**src/rtl/ifu_pkg.sv**
```systemverilog
// Shared types and default sizes for the instruction-fetch unit.
// The optional fetch timeout is enabled with the IFU_TIMEOUT_EN macro.
package ifu_pkg;

    localparam int IFU_ADDR_W      = 32;
    localparam int IFU_DATA_W      = 32;
    localparam int IFU_TIMEOUT_CYC = 16;

    typedef enum logic [1:0] {
        IDLE = 2'd0,
        REQ  = 2'd1,
        HOLD = 2'd2
    } ifu_state_e;

endpackage

```
**src/rtl/ifu_timeout_ctr.sv**
```systemverilog
// Counts consecutive request cycles without an ack and pulses timeout on the
// TIMEOUT_CYC-th one. Only instantiated when IFU_TIMEOUT_EN is defined.
module ifu_timeout_ctr
    import ifu_pkg::*;
#(
    parameter int TIMEOUT_CYC = IFU_TIMEOUT_CYC
) (
    input  logic clk,
    input  logic reset,
    input  logic active,
    input  logic ack,
    output logic timeout
);

    localparam int CNT_W = $clog2(TIMEOUT_CYC + 1);

    logic [CNT_W-1:0] cnt;
    logic             waiting;

    assign waiting = active && !ack;
    assign timeout = waiting && (cnt == CNT_W'(TIMEOUT_CYC - 1));

    // Any cycle outside REQ (or an ack) restarts the count, so entry into REQ
    // always begins from zero.
    always_ff @(posedge clk or posedge reset) begin
        if (reset) begin
            cnt <= '0;
        end else if (waiting && !timeout) begin
            cnt <= cnt + 1'b1;
        end else begin
            cnt <= '0;
        end
    end

endmodule

```
**src/rtl/ifetch_unit.sv**
```systemverilog
// Fetch stage: req/ack fetch from instruction memory, output holding register
// toward decode, and the PC advance enable. Optional timeout: IFU_TIMEOUT_EN.
module ifetch_unit
    import ifu_pkg::*;
#(
    parameter int ADDR_W      = IFU_ADDR_W,
    parameter int DATA_W      = IFU_DATA_W,
    parameter int TIMEOUT_CYC = IFU_TIMEOUT_CYC
) (
    input  logic              clk,
    input  logic              reset,
    input  logic [ADDR_W-1:0] pc_index,
    input  logic              pc_valid,
    input  logic              flush,
    output logic              pc_write_en,
    output logic              imem_req,
    output logic [ADDR_W-1:0] imem_addr,
    input  logic              imem_ack,
    input  logic [DATA_W-1:0] imem_rdata,
    output logic [DATA_W-1:0] instr,
    output logic [ADDR_W-1:0] instr_pc,
    output logic              instr_valid,
    input  logic              instr_ready,
    output logic              fetch_err
);

    ifu_state_e state, state_nxt;
    logic       kill, kill_nxt;
    logic       load_addr;
    logic       capture;
    logic       transfer;
    logic       timeout;

    assign imem_req    = (state == REQ);
    assign instr_valid = (state == HOLD);
    assign transfer    = instr_valid && instr_ready && !flush;
    assign pc_write_en = !reset && (transfer || flush);

`ifdef IFU_TIMEOUT_EN
    ifu_timeout_ctr #(
        .TIMEOUT_CYC (TIMEOUT_CYC)
    ) u_timeout (
        .clk     (clk),
        .reset   (reset),
        .active  (imem_req),
        .ack     (imem_ack),
        .timeout (timeout)
    );

    always_ff @(posedge clk or posedge reset) begin
        if (reset) begin
            fetch_err <= 1'b0;
        end else if (timeout) begin
            fetch_err <= 1'b1;
        end
    end
`else
    logic unused_timeout_cfg;

    assign unused_timeout_cfg = (TIMEOUT_CYC != 0);
    assign timeout            = 1'b0;
    assign fetch_err          = 1'b0;
`endif

    // NOTE: state registers use non-blocking assignments so every flop samples
    // pre-edge values regardless of process ordering.
    always_ff @(posedge clk or posedge reset) begin
        if (reset) begin
            state <= IDLE;
            kill  <= 1'b0;
        end else begin
            state <= state_nxt;
            kill  <= kill_nxt;
        end
    end

    // NOTE: every output of this block gets a default first, otherwise paths
    // that leave one unassigned infer a latch.
    always_comb begin
        state_nxt = state;
        kill_nxt  = kill;
        load_addr = 1'b0;
        capture   = 1'b0;

        case (state)
            IDLE: begin
                // A redirect in IDLE changes nothing; the next fetch waits.
                if (pc_valid && !flush) begin
                    load_addr = 1'b1;
                    state_nxt = REQ;
                end
            end

            REQ: begin
                if (imem_ack) begin
                    if (kill || flush) begin
                        kill_nxt  = 1'b0;
                        load_addr = pc_valid;
                        state_nxt = pc_valid ? REQ : IDLE;
                    end else begin
                        capture   = 1'b1;
                        state_nxt = HOLD;
                    end
                end else if (timeout) begin
                    kill_nxt  = 1'b0;
                    state_nxt = IDLE;
                end else if (flush) begin
                    // The request cannot be withdrawn; remember to drop its data.
                    kill_nxt = 1'b1;
                end
            end

            HOLD: begin
                if (flush || instr_ready) begin
                    load_addr = pc_valid;
                    state_nxt = pc_valid ? REQ : IDLE;
                end
            end

            default: begin
                state_nxt = IDLE;
                kill_nxt  = 1'b0;
            end
        endcase
    end

    always_ff @(posedge clk or posedge reset) begin
        if (reset) begin
            imem_addr <= '0;
            instr     <= '0;
            instr_pc  <= '0;
        end else begin
            if (load_addr) begin
                imem_addr <= pc_index;
            end
            if (capture) begin
                instr    <= imem_rdata;
                instr_pc <= imem_addr;
            end
        end
    end

endmodule
```
**config.mk**
```make
export PLATFORM = sky130hd
export DESIGN_NAME = ifetch_unit
export DESIGN_NICKNAME = d
export VERILOG_FILES = /design/src/rtl/ifu_pkg.sv /design/src/rtl/ifu_timeout_ctr.sv /design/src/rtl/ifetch_unit.sv
export SDC_FILE = /design/constraint.sdc
export NUM_CORES = 1
export LEC_CHECK = 0
export CAP_MARGIN = 30
export CELL_PAD_IN_SITES_DETAIL_PLACEMENT = 0
export CELL_PAD_IN_SITES_GLOBAL_PLACEMENT = 1
export CORE_UTILIZATION = 44
export DETAILED_ROUTE_END_ITERATION = 10
export DONT_BUFFER_PORTS = 1
export PLACE_DENSITY = 0.76
export SLEW_MARGIN = 0
export SYNTH_ARGS = -nofsm -noshare
export SYNTH_HDL_FRONTEND = slang
export SYNTH_SLANG_ARGS = --single-unit
export TNS_END_PERCENT = 50
```
**constraint.sdc**
```tcl
create_clock -name clk -period 3.25 [get_ports clk]
set_input_delay 0.4875 -clock clk [delete_from_list [all_inputs] [get_ports clk]]
set_output_delay 0.4875 -clock clk [all_outputs]
set_load 0.005 [all_outputs]
```
; ---- Yosys cells after proc, flatten, opt, wreduce, memory -nomap -nowiden
; Index checks and enable logic that the tools add are counted.
[word_totals]
in_bits = 70
elab_cells = 44
reg_bits = 99
output_inout_bits = 100
[op_classes]
mux = 18
bitwise = 1
n_eq_ne = 7
n_reduce_logical = 13
[ops]
columns = cell, count
row1 = $mux W1, 11
row2 = $mux W2, 4
row3 = $ne A3 B2 Y1 const B, 2
row4 = $pmux W2 S3, 1
row5 = $reduce_and A3 Y1, 2
row6 = $logic_and A1 B1 Y1, 4
row7 = $ne A2 B1 Y1 const B, 2
row8 = $logic_or A1 B1 Y1, 3
row9 = $pmux W1 S3, 1
row10 = $eq A2 B1 Y1 const B, 1
row11 = $eq A2 B2 Y1 const B, 1
row12 = $logic_not A1 Y1, 2
row13 = $logic_not A2 Y1, 1
row14 = $ne A2 B2 Y1 const B, 1
row15 = $pmux W1 S2, 1
row16 = $reduce_or A2 Y1, 1
row17 = $not A1 Y1, 1

; ---- Longest topological paths before layout
[logic_depth]
depth_word = 5
ltp_mapped = 5
mapped_depth_nobuf = 3

; ---- Worst setup path before layout
; OpenSTA, ideal clock, no wires.
[synth_timing]
path_type = register to register
from = reg state[0]
to = reg instr[0]
n_path_buf = 2
slack_ns = 1.795
required_ns = 3.125
setup_ns = 0.125
synth_period_minus_slack_ns = 1.455
path_stages_with_launch = 6
arrival_ns = 1.329
cell_sequence = dfrtp_1 -> and2b_2 -> nand3_2 -> buf_6 -> buf_6 -> mux2_4
[synth_via]
elab_chain_cells = 2
[synth_rtl]
columns = item, line_no
row1 = start: declaration, ifetch_unit.sv:27  ; ifu_state_e state, state_nxt;
row2 = start signal: assignment, ifetch_unit.sv:72  ; state <= state_nxt;
row3 = $eq A2 B1 Y1, n/a
row4 = named net imem_req, ifetch_unit.sv:16  ; output logic imem_req,
row5 = $mux W1, ifetch_unit.sv:85  ; case (state)
row6 = end signal: assignment, ifetch_unit.sv:137  ; instr <= imem_rdata;
row7 = end: declaration, ifetch_unit.sv:20  ; output logic [DATA_W-1:0] instr,
; The timed path passes the listed nets, and every way through them passes these cells.
; A chain may end at the register's enable or synchronous reset.

; ---- Final worst setup path
[layout_timing]
from = reg state[0]
to = reg imem_addr[18]
[layout_via]
elab_chain_cells = 2
word_cells_on_any_way = 4
classes_between = eq/ne (2) / mux (1) / reduce/logical (1)
[layout_rtl]
columns = item, line_no
row1 = $eq A2 B2 Y1 (tied with other cells), ifetch_unit.sv:85
row2 = $pmux W1 S3 *, ifetch_unit.sv:85
row3 = end signal: assignment, ifetch_unit.sv:134  ; imem_addr <= pc_index;
row4 = end: declaration, ifetch_unit.sv:17  ; output logic [ADDR_W-1:0] imem_addr,
; Mark *: on every way between the ends. The rest lies on a longest branch, timed or not.

==> qor_table.md <==
| Parameter | This run | Unit |
| --- | --- | --- |
| Diode insertion count for antenna repair | 0 | - |
| P&R area growth vs syn | 7.139 | % |
| Share of the cycle needed by the critical path after routing | 0.6116 | - |
| Number of warning messages in the yosys log | 0 | - |
| Post CTS Setup Buffer Count | 0 | - |
| Instance area at placement | 0.004616 | mm2 |
| DR vias/cell | 6.156 | - |
| WP buf/inv | 1 | - |
| Clock latency of the later-clocked register in the worst-skew pair | 0.37 | ns |
| Maximum fanout encountered on the critical timing path | 32 | - |
| First-pass DRT Iterations | 4 | - |
| Detailed-route wire length | 10790 | um |
| Num ports | 170 | - |
| Port Buffers | 0 | - |
| Initial antenna violation count | 0 | - |
| Setup repair after global routing missed its margin | no | - |
| Buffer depth of the longest clock path | 2 | - |
| Tightest hold margin | 0.08927 | ns |
| Worst setup slack after placement | 1.276 | ns |
| Largest vdd supply drop | 0.3491 | mV |
| Max-cap violations | 0 | - |
| Chip height | 103.2 | um |
| Die X-Extent | 103.2 | um |
| GR Overflow Total | 0 | - |
| Final worst slack | 1.262 | ns |
| # setup viols final | 0 | - |
| Time the worst path needs with I/O delays and setup | 1.988 | ns |
| Syn nets | 419 | - |
| Worst stage delay on the critical path | 0.61 | ns |
| RePlAce Congestion | 0.7433 | - |
| Clock-pin slew of the registers on the worst-case setup and hold paths | 0.11 | ns |
| Share of cells above drive strength 1 | 0.2382 | - |
| Synth Instances | 349 | - |
| Worst Setup End Kind | register | - |
| Hpwl dp | 6766 | um |
| Number of DRC markers after the initial detailed-route iteration | 99 | - |
| Post-DR wirelength/cell | 22.81 | um |
| WP data arrival | 2.22 | ns |
| Count of unique library cells instantiated by Yosys | 25 | - |
| CTS H-tree lvls | 3 | - |
| Category of cells accounting for the largest share of critical-path delay | compound AO/OA/AOI/OAI gates | - |
| First-pass GRT wire length | 16080 | um |
| Final-stage net count | 405 | - |
| Count of fill cells added during filler insertion | 840 | - |
| Class of the tightest hold or removal check | in2async | - |
| Core outline area | 0.009864 | mm2 |
| Overall die area | 0.01065 | mm2 |
| Number of global-route vias before repair | 3074 | - |
| Cell with the largest stage delay on the worst path | sky130_fd_sc_hd__o211a_1 | - |
| Sequential Area | 0.002477 | mm2 |
| Total area of multi-input combinational cells | 0.001854 | mm2 |
| Total via count in the routed design | 2912 | - |
| Ordered cell list for the critical path | o211a_1 > o21a_1 > buf_4 > o211ai_1 | - |
| Post-CTS Resized | 0 | - |
| Leak Pwr | 2.123 | nW |
| Slew of the pin with the lowest slew margin | 0.7058 | ns |
| Power Density | 886.1 | mW/mm2 |
| Clock tree root driver cell | sky130_fd_sc_hd__clkbuf_8 | - |
| Number of standard-cell rows in the floorplan | 36 | - |
| Kind of launch point of the worst setup path | register | - |
| CTS tree | done | - |
| Most frequent cells in the layout | sky130_fd_sc_hd__dfrtp_1 (99), sky130_fd_sc_hd__o211ai_1 (64), sky130_fd_sc_hd__mux2_4 (49) | - |
| Crit path required time | 3.48 | ns |
| Max frequency | 503.1 | MHz |
| Post-route cell area | 0.004826 | mm2 |
| GR Util All Layers | 0.2012 | - |
| Final clock skew | 0.01062 | ns |
| Hold-fix buffers at CTS | 0 | - |
| Syn_area_per_cell | 12.91 | um2 |
| Final setup TNS | 0 | ns |
| Pin count of the biggest net entering global routing | 100 | - |
| Initial core utilization | 0.4566 | - |
| Sequential element share of the synthesized area | 0.5500 | - |
| Run status | finished, final reports clean | - |
| Total CTS buffers | 9 | - |
| Final routed DRC violation total | 0 | - |
| Residual antenna-violating net count after detailed routing | 0 | - |
| Number of max-slew violations in the final report | 0 | - |
| Type of the setup path with the least slack | reg2reg | - |
| Number of synthesized register bits | 99 | - |
| Most frequent standard cell in the layout excluding fill and tap cells | sky130_fd_sc_hd__dfrtp_1 | - |
| TritonCTS sink count | 99 | - |
| Total standard cell area after synthesis | 0.004504 | mm2 |
| Hold violation count in the final report | 0 | - |
| Worst slew margin | 0.5295 | - |
-- state kept, by name, indices dropped and copies added, names as in the netlist --
signal,cells
imem_addr,32
instr,32
instr_pc,32
kill,1
state,2
-- cells by family (layout without fill, tap and decap cells) --
family | after synthesis | after routing | synth area share
AOI/OAI and AO/OA | 102 | 102 | 0.1522
DFF | 99 | 99 | 0.5500
muxes | 64 | 64 | 0.2008
and+or+nand+nor | 46 | 46 | 0.05334
buffers and inverters | 37 | 28 | 0.04278
other | 1 | 1 | 0.0008325
-- layout make-up --
type,count,share of cell area
Clock buffer,10,0.02852
Tap cell,133,0.03448
Multi-Input combinational cell,213,0.3842
Clock inverter,6,0.01504
Timing Repair Buffer,10,0.02230
Sequential cell,99,0.5134
Inverter,2,0.002074
-- worst paths after layout --
kind | startpoint | to | slack [ns] | cells past startpoint
min reg2reg | instr[31] | instr[31] | 0.53 | 1
min | reset | imem_addr[3] | 0.09 | 2
max reg2reg | state[0] | imem_addr[18] | 1.26 | 4
min in group clk | imem_rdata[31] | instr[31] | 0.24 | 1
max in group asynchronous | reset | imem_addr[12] | 2.74 | 2
max | state[0] | imem_addr[18] | 1.26 | 4
-- worst register-to-register path: cells and delay by family (launching register included) --
kind,cells,cell delay (ns)
AO/OA/AOI/OAI,3,1.02
flip-flops,1,0.47
buffers and inverters,1,0.35
-- stage by stage --
stage | std cells | total power, mW | util
after CTS | 473 | 4.327 | 0.4892
final | 473 | 4.276 | 0.4892
after floorplan | 349 | 3.149 | -
after detailed placement | 457 | 3.480 | 0.4679
after global routing | 473 | 4.540 | 0.4892
after global placement | 456 | 3.409 | 0.4664
-- synthesized netlist by cell type --
cell type / number / area share
sky130_fd_sc_hd__nand3_1: 32 / 0.036
sky130_fd_sc_hd__conb_1: 1 / 0.00083
sky130_fd_sc_hd__nand2_1: 2 / 0.0017
sky130_fd_sc_hd__and3b_1: 1 / 0.0019
sky130_fd_sc_hd__nor2_1: 5 / 0.0042
sky130_fd_sc_hd__o21a_1: 2 / 0.0033
sky130_fd_sc_hd__a21oi_1: 2 / 0.0022
sky130_fd_sc_hd__a221o_1: 1 / 0.0022
sky130_fd_sc_hd__nand3b_1: 1 / 0.0017
sky130_fd_sc_hd__nor2b_1: 2 / 0.0028
sky130_fd_sc_hd__buf_4: 1 / 0.0017
sky130_fd_sc_hd__and2b_2: 1 / 0.0019
sky130_fd_sc_hd__or2_1: 1 / 0.0014
sky130_fd_sc_hd__buf_1: 2 / 0.0017
sky130_fd_sc_hd__buf_6: 6 / 0.015
sky130_fd_sc_hd__buf_2: 4 / 0.0044
sky130_fd_sc_hd__o21ai_0: 32 / 0.036
sky130_fd_sc_hd__mux2_4: 49 / 0.16
sky130_fd_sc_hd__o211ai_1: 64 / 0.11
sky130_fd_sc_hd__mux2_1: 15 / 0.037
sky130_fd_sc_hd__inv_1: 2 / 0.0017
sky130_fd_sc_hd__nand3_2: 1 / 0.0022
sky130_fd_sc_hd__dfrtp_1: 99 / 0.55
sky130_fd_sc_hd__clkbuf_1: 22 / 0.018
sky130_fd_sc_hd__o211a_1: 1 / 0.0022
-- where the power goes --
part           internal, mW  total [mW]  switching, mW
Clock                 0.384       0.832          0.448
Sequential             1.82        2.37          0.547
Combinational         0.653        1.07          0.421
-- per-layer routing --
layer | share of wire | GRT usage | wire length, um
met1 | 0.41 | 0.2525 | 4385
met3 | 0.079 | 0.04839 | 856
met5 | 0 | 0 | 0
met4 | 0.025 | 0.09967 | 271
met2 | 0.49 | 0.3267 | 5275
Power figures use the tool's default switching activity.
